--- config.mk ---
export PLATFORM = sky130hd
export DESIGN_NAME = wb_port_arbiter
export DESIGN_NICKNAME = d
export VERILOG_FILES = /design/src/rtl/wb_port_arbiter.sv
export SDC_FILE = /design/constraint.sdc
export NUM_CORES = 1
export LEC_CHECK = 0
export CAP_MARGIN = 15
export CELL_PAD_IN_SITES_DETAIL_PLACEMENT = 1
export CELL_PAD_IN_SITES_GLOBAL_PLACEMENT = 2
export CORE_MARGIN = 5
export CORE_UTILIZATION = 19
export DETAILED_ROUTE_END_ITERATION = 12
export GPL_TIMING_DRIVEN = 0
export PLACE_DENSITY_LB_ADDON = 0.1
export SETUP_SLACK_MARGIN = 0.5
export SLEW_MARGIN = 20
export SYNTH_ARGS = -nofsm -noshare
export SYNTH_HDL_FRONTEND = slang
export SYNTH_SLANG_ARGS = --single-unit
--- constraint.sdc ---
create_clock -name clk -period 2.1 [get_ports clk]
set_input_delay 0.42 -clock clk [delete_from_list [all_inputs] [get_ports clk]]
set_output_delay 0.42 -clock clk [all_outputs]
set_load 0.02 [all_outputs]
--- src/rtl/wb_port_arbiter.sv ---
// Round-robin arbiter that funnels NUM_FU write-back requesters into one
// registered register-file write port and emits the scoreboard clear pulse.
module wb_port_arbiter #(
   parameter int NUM_FU     = 4,
   parameter int NUM_REG    = 8,
   parameter int REG_BIT    = 16,
   parameter int REG_ID_BIT = $clog2(NUM_REG),
   parameter int FU_ID_BIT  = $clog2(NUM_FU)
) (
   input  logic                         clk,
   input  logic                         rst_n,
   input  logic [NUM_FU-1:0]            fu_wr_vld,
   output logic [NUM_FU-1:0]            fu_wr_rdy,
   input  logic [NUM_FU*REG_ID_BIT-1:0] fu_wr_reg_id,
   input  logic [NUM_FU*REG_BIT-1:0]    fu_wr_data,
   output logic                         rf_wr_vld,
   input  logic                         rf_wr_rdy,
   output logic [REG_ID_BIT-1:0]        rf_wr_reg_id,
   output logic [REG_BIT-1:0]           rf_wr_data,
   output logic [FU_ID_BIT-1:0]         rf_wr_fu,
   output logic [NUM_REG-1:0]           wb_reg_mask,
   output logic [15:0]                  grant_cnt
);

   logic                  load_en;
   logic                  grant_vld;
   logic [FU_ID_BIT-1:0]  grant_idx;
   logic [FU_ID_BIT-1:0]  rr_ptr;
   logic [FU_ID_BIT-1:0]  next_ptr;
   logic                  accept;
   logic [REG_ID_BIT-1:0] grant_reg_id;
   logic [REG_BIT-1:0]    grant_data;

   assign load_en = !rf_wr_vld || rf_wr_rdy;

   // Scan requesters starting at rr_ptr; the first valid one wins.
   always_comb begin
      int idx;
      grant_vld = 1'b0;
      grant_idx = '0;
      idx       = 0;
      for (int k = 0; k < NUM_FU; k++) begin
         idx = int'(rr_ptr) + k;
         if (idx >= NUM_FU) begin
            idx = idx - NUM_FU;
         end
         if (!grant_vld && fu_wr_vld[FU_ID_BIT'(idx)]) begin
            grant_vld = 1'b1;
            grant_idx = FU_ID_BIT'(idx);
         end
      end
   end

   always_comb begin
      fu_wr_rdy = '0;
      if (grant_vld) begin
         fu_wr_rdy[grant_idx] = load_en;
      end
   end

   assign accept       = grant_vld && load_en;
   assign grant_reg_id = fu_wr_reg_id[grant_idx*REG_ID_BIT +: REG_ID_BIT];
   assign grant_data   = fu_wr_data[grant_idx*REG_BIT +: REG_BIT];
   assign next_ptr     = (grant_idx == FU_ID_BIT'(NUM_FU - 1)) ? '0
                                                               : grant_idx + FU_ID_BIT'(1);

   // Register 0 is a null destination: the request is consumed but nothing is written.
   always_ff @(posedge clk or negedge rst_n) begin
      if (!rst_n) begin
         rf_wr_vld    <= 1'b0;
         rf_wr_reg_id <= '0;
         rf_wr_data   <= '0;
         rf_wr_fu     <= '0;
         rr_ptr       <= '0;
      end else if (accept) begin
         rr_ptr <= next_ptr;
         if (grant_reg_id != '0) begin
            rf_wr_vld    <= 1'b1;
            rf_wr_reg_id <= grant_reg_id;
            rf_wr_data   <= grant_data;
            rf_wr_fu     <= grant_idx;
         end else begin
            rf_wr_vld <= 1'b0;
         end
      end else if (rf_wr_rdy) begin
         rf_wr_vld <= 1'b0;
      end
   end

   always_ff @(posedge clk or negedge rst_n) begin
      if (!rst_n) begin
         grant_cnt <= '0;
      end else if (rf_wr_vld && rf_wr_rdy && (grant_cnt != 16'hFFFF)) begin
         grant_cnt <= grant_cnt + 16'd1;
      end
   end

   always_comb begin
      wb_reg_mask = '0;
      if (rf_wr_vld && rf_wr_rdy) begin
         wb_reg_mask[rf_wr_reg_id] = 1'b1;
      end
   end

endmodule

Word level (Yosys, flattened, before mapping)
Index checks and enable logic that the tools add are counted.
{ "totals": {"in_bits": 83, "elab_cells": 83, "ff_bits": 40, "output_inout_bits": 50} }
{ "classes": {"n_shift": 2, "muxes": 34, "mul": 1, "n_reduce_logical": 16, "order_cmp": 12, "n_addsub": 9, "eq_ne": 2, "bitwise_logic": 1} }
{ "op_table": {"columns": ["operator", "n"], "rows": [
  ["$shiftx A64 B7 Y16", 1],
  ["$mux W2", 9],
  ["$mux W1", 17],
  ["$add A16 B1 Y16 const B", 1],
  ["$lt A2 B4 Y1 const B", 4],
  ["$ne A16 B16 Y1 const B", 1],
  ["$shiftx A12 B5 Y3", 1],
  ["$ge A3 B3 Y1 const B", 3],
  ["$bmux W1 S2", 4],
  ["$logic_and A1 B1 Y1", 8],
  ["$mux W8", 1],
  ["$sub A2 B1 Y2 const B", 4],
  ["$add A2 B2 Y3 const B", 2],
  ["$and A4 B4 Y4", 1],
  ["$logic_not A1 Y1", 4],
  ["$lt A3 B4 Y1 const B", 1],
  ["$mul A2 B2 Y4 const B", 1],
  ["$mux W4", 1],
  ["$add A2 B1 Y3 const B", 1],
  ["$demux W1 S3", 1],
  ["$ge A2 B3 Y1 const B", 1],
  ["$ge A3 B1 Y1 const B", 1],
  ["$lt A2 B3 Y1 const B", 1],
  ["$reduce_bool A3 Y1", 1],
  ["other kinds (7)", 7]
]} }

Logic depth before layout (Yosys ltp)
Gate-level depths: netlist (run 1).
{ "depth": {"depth_word": 21, "mapped_depth": 9, "depth_no_buf": 8} }

Worst setup path before layout (run 1)
Ideal clock, no wire load.
{ "synth_timing": {"kind": "input-to-reg", "from": "input port fu_wr_vld[3]", "to": "register rf_wr_data[0]", "t_arrival_ps": 2145, "cell_stages": 8, "n_path_buf": 2, "setup_time_ps": 125, "setup_slack_ps": -170, "required_time_ps": 1975, "cell_sequence": "nand2b_1 a211o_1 nor2b_4 buf_4 a32o_1 a21oi_4 buf_12 mux2_4"} }
{ "synth_between": {"elab_chain_cells": 17, "elab_cells_between_ends": 32, "classes_between": "mul: 1; shift: 2; mux: 20; reduce/logical: 9"} }
{ "synth_rtl": {"columns": ["item", "line", "rtl"], "rows": [
  ["start, declared", "12", "input logic [NUM_FU-1:0] fu_wr_vld,"],
  ["$bmux W1 S2", "47", "if (!grant_vld && fu_wr_vld[FU_ID_BIT'(idx)]) begin"],
  ["$mux W1 (implied by the code) (2 in a row)", "47", null],
  ["$mux W1", "47", null],
  ["$logic_not A1 Y1", "47", null],
  ["$logic_and A1 B1 Y1", "47", null],
  ["$mux W1", "47", null],
  ["$logic_not A1 Y1", "47", null],
  ["$logic_and A1 B1 Y1", "47", null],
  ["$mux W1", "47", null],
  ["$logic_not A1 Y1", "47", null],
  ["$logic_and A1 B1 Y1", "47", null],
  ["$mux W2", "47", null],
  ["$mul A2 B2 Y4", "62", "assign grant_reg_id = fu_wr_reg_id[grant_idx*REG_ID_BIT +: REG_ID_BIT];"],
  ["$shiftx A12 B5 Y3", "62", null],
  ["$reduce_bool A3 Y1", "77", "if (grant_reg_id != '0) begin"],
  ["$reduce_and A2 Y1 (no source line)", null, null],
  ["end signal, assigned", "80", "rf_wr_data <= grant_data;"],
  ["end, declared", "19", "output logic [REG_BIT-1:0] rf_wr_data,"]
]} }
Several ways; a longest one is shown, not always the timed one. The select of a mux whose other input is x is not followed.
A chain may end at the register's enable or synchronous reset.

Worst setup path in the final report (run 1)
{ "layout_timing": {"from": "register rr_ptr[1]", "to": "output port fu_wr_rdy[3]"} }
{ "layout_between": {"elab_chain_cells": 21, "elab_cells_between_ends": 48, "classes_between": "add/sub: 7; order compare: 6; mux: 27; bitwise: 1; reduce/logical: 7"} }
{ "layout_rtl": {"columns": ["item", "line", "rtl"], "rows": [
  ["start, declared", "28", "logic [FU_ID_BIT-1:0] rr_ptr;"],
  ["start signal, assigned", "76", "rr_ptr <= next_ptr;"],
  ["branches (longest 14 deep; another with $add A2 B1 Y3)", null, null],
  ["$mux W2 *", "47", null],
  ["net grant_idx[0]", "27", "logic [FU_ID_BIT-1:0] grant_idx;"],
  ["$lt A2 B3 Y1 (implied by the code) or $ge A2 B1 Y1 (tied branches)", "57", "fu_wr_rdy[grant_idx] = load_en;"],
  ["$logic_and A1 B1 Y1 (implied by the code)", "57", null],
  ["$mux W1 (implied by the code)", "57", null],
  ["$demux W1 S2 *", "57", null],
  ["$and A4 B4 Y4 (no source line) *", null, null],
  ["$mux W4 *", "56", "if (grant_vld) begin"],
  ["end, declared", "13", "output logic [NUM_FU-1:0] fu_wr_rdy,"]
]} }
Mark *: on every way through the listed nets, which the timed path passes. The select of a mux whose other input is x is not followed.

==> results.py, run 1 <==
metrics = {
    "power": {
        "netSwitchingFraction": 0.4014,
        "seq_power_share": 0.207,
        "powerDensity_nw_per_um2": 1270,
        "finalPower_mw": 6.591,
        "power_switching_mw": 2.646,
        "p_int_mw": 3.945,
        "comb_power_share": 0.655,
        "pwr-share-clk": 0.138,
        "ir_worst_vdd_mv": 0.3730,
        "p_leak_nw": 2.324,
    },
    "synthesis": {
        "syn_inst": 295,
        "syn_area_um2": 2549,
        "synth_seq_cells": 40,
        "synth_flop_cell": "dfrtp_1",
        "syn_avg_cell_area_um2": 8.640,
        "synth_top_area_share": 0.3927,
        "synth_enable_flop_cells": 0,
        "yosysTopAreaCell": "dfrtp_1",
        "synth_area_leaders": "dfrtp_1 39%, nand2_1 13%, mux2_4 5.3%, a31oi_1 4.2%, and3_1 4.2%",
        "ys_seq_area_frac": 0.3927,
        "syn-num-nets": 383,
        "synth_cell_type_count": 45,
        "ys_warn_count": 0,
        "async_flop_share": 1.000,
    },
    "place": {
        "port_buffers": 132,
        "place_area_um2": 4177,
        "gp_congestion": 0.7327,
        "dp.cells": 604,
        "post-dp-hpwl_um": 7814,
    },
    "worst_setup_path": {
        "worst_ep_required_time_ps": 1680,
        "path_cells": "buf_4, nand2b_4, a21oi_4, nor3_4, buf_6, buf_4, clkbuf_16, ha_4, and2_4, buf_6",
        "cp.arrival_ps": 2070,
        "cp-start-kind": "register",
        "cp_max_fo": 4,
        "r2r_cells": 12,
        "cpPeakStageDelay_ps": 440,
        "slowest_stage": "dfrtp_2",
        "cp-end-kind": "output port",
        "cp_top_family": "buffers and inverters",
        "crit_buf_inv": 5,
        "crit_cells": 10,
        "critPathKind": "register to output port",
    },
    "timing": {
        "fin_crit_sh": 1.187,
        "skew_ps": 8.573,
        "post-route-min-period_ps": 2492,
        "setup_violations": 25,
        "rsz0062_at_grt": "yes",
        "hold_viol": 0,
        "tightest_slew_ps": 571.4,
        "holdWs_ps": 27.95,
        "setup_slack_ps": -392.1,
        "slew_viol_final": 0,
        "slew-limit-headroom": 0.6190,
        "clock.fmax_mhz": 401.3,
    },
    "routing": {
        "drtIter0Drc": 65,
        "via_per_inst": 4.281,
        "routed-via-count": 2877,
        "drt-total-wl_um": 10830,
        "ant_nets": 0,
        "wl_per_cell_um": 16.12,
        "drc": 0,
        "dr.pass1.iters": 4,
    },
    "global_route": {
        "globalRouteTotalUtil": 0.1347,
        "antenna_found_initial": 0,
        "gr-total-overflow": 0,
        "grt_pass1_vias": 3290,
        "grt_max_degree": 30,
        "grt_pass1_wl_um": 17260,
    },
    "clock_tree": {
        "root_buffer": "clkbuf_16",
        "cts_hold_buf": 0,
        "path_clk_slew_ps": 60,
        "h-tree-depth": 2,
        "clk_path_buf_depth": 2,
        "cts_sinks": 40,
        "cts_tree": "built",
        "clkLatencyLatePin_ps": 280,
        "cts_buffers": 5,
    },
    "outcome": {
        "status": "finished, violations left",
        "violations": "negative setup slack",
    },
    "cells_and_area": {
        "antenna_cells": 0,
        "postLayoutCellArea_um2": 5189,
        "nets": 583,
        "stdcell_count": 672,
        "multiInputGateArea_um2": 1740,
        "syn_to_final_growth_pct": 103.6,
        "layout-drive-gt1-share": 0.3629,
        "seq_area_um2": 1015,
        "nFillCells": 1562,
    },
    "floorplan": {
        "core_area_um2": 13190,
        "chipWidth_um": 125.8,
        "dieArea_um2": 15830,
        "fp.dieH_um": 125.8,
        "pin_count": 133,
        "initial_utilization": 0.1932,
        "rows": 42,
    },
    "run": {
        "cap_viol_max_count": 0,
    },
    "worst_hold_path": {
        "hold_class": "input pin to asynchronous set/reset pin",
    },
}
[power by group through the flow]
stage	clock (mW)	combinational, mW	sequential [mW]
2_1_floorplan	0	1.60	1.65
3_3_place_gp	0	3.19	1.37
3_5_place_dp	0	3.23	1.38
4_1_cts	0.940	4.06	1.36
5_1_grt	0.990	4.68	1.42
6_report	0.908	4.32	1.37
[per-layer routing]
| metal | vias up | track usage | routed length [um] |
|---|---|---|---|
| met5 | - | 0 | 0 |
| li1 | 1424 | - | - |
| met2 | 83 | 0.2284 | 5321 |
| met3 | 6 | 0.05038 | 786 |
| met1 | 1364 | 0.1656 | 4627 |
| met4 | 0 | 0.02461 | 95 |
[final cells by class]
class,instances,area share
flip-flops and latches,40,0.1956
clock inverters,3,0.008922
inverters,10,0.007958
clock buffers,5,0.02411
repair buffers,193,0.3557
plain buffers,12,0.02990
well taps,176,0.04244
multi-input cells,233,0.3354
[cells by family after synthesis]
logic type,synth area share
AO/OA/AOI/OAI,0.1188
XOR/XNOR,0.04811
adder cells (fa/ha/maj),0.02455
buffers and inverters,0.04369
flip-flops,0.3927
multiplexers,0.09278
AND/OR/NAND/NOR,0.2793
[worst paths after layout]
kind	slack, ps	startpoint	to
max in group asynchronous	1580	rst_n	grant_cnt[10]
worst min register to register	490	grant_cnt[10]	grant_cnt[10]
worst max register to register	-390	rr_ptr[1]	rf_wr_data[4]
worst max-delay path	-390	rr_ptr[1]	fu_wr_rdy[3]
min in group clk	490	grant_cnt[10]	grant_cnt[10]
worst min-delay path	30	rst_n	grant_cnt[6]
[registers in the layout (all words and copies together), names as in the netlist]
register and cells:
rf_wr_fu 2, rf_wr_vld 1, rf_wr_data 16, rf_wr_reg_id 3
rr_ptr 2, grant_cnt 16
[metrics by stage]
| step | utilization | setup TNS (ps) | setup slack [ps] |
|---|---|---|---|
| 2_1_floorplan | - | -1825 | -154.4 |
| 3_3_place_gp | 0.3155 | -53090 | -1292 |
| 3_5_place_dp | 0.3166 | -28090 | -1304 |
| 4_1_cts | 0.3767 | -10220 | -433.3 |
| 5_1_grt | 0.3934 | -12030 | -502.3 |
| 6_report | 0.3934 | -9252 | -392.1 |
[Yosys cell counts (2+ instances only)]
| cell type | number |
|---|---|
| a21o_1 | 2 |
| and3_1 | 17 |
| o211ai_1 | 3 |
| mux2_2 | 9 |
| and2_1 | 5 |
| ha_1 | 5 |
| nand4_1 | 6 |
| clkbuf_1 | 8 |
| nor3_1 | 4 |
| dfrtp_1 | 40 |
| o21ai_0 | 4 |
| o22ai_1 | 2 |
| and4_1 | 2 |
| nand2b_1 | 3 |
| xnor2_1 | 12 |
| mux2_4 | 9 |
| nand3_1 | 9 |
| xor2_1 | 2 |
| inv_1 | 9 |
| a21oi_1 | 4 |
| nand2_1 | 87 |
| a31oi_1 | 17 |
| nor2_1 | 14 |
[layout by cell type (no fill, tap or decap), types with 6 or more instances in the layout]
cell,synthesis,layout
buf_6,1,22
mux2_4,9,9
dlygate4sd2_1,0,37
inv_1,9,6
mux2_2,9,9
nand2_1,87,82
and3_1,17,17
clkdlybuf4s50_1,0,76
a31oi_1,17,17
xnor2_1,12,11
nor2_4,0,9
dfrtp_2,0,11
dfrtp_1,40,29
clkbuf_16,0,8
nand4_1,6,6
buf_4,1,47
nand3_1,9,6
[what timing repair did]
action | in CTS | in global routing
pin swaps | 15 | 19
endpoints found under the setup margin | 86 | 46
resized for setup | 178 | 38
setup buffers | 43 | 15
gates cloned | 2 | 0
Note: power is estimated with default switching activity, not from simulation.
==> run 2: changes to the inputs <==
ABC_CLOCK_PERIOD_IN_PS = 2100   (was default)
==> results of run 2 <==
No change in the layout: final DEF, timing and power equal those of run 1.
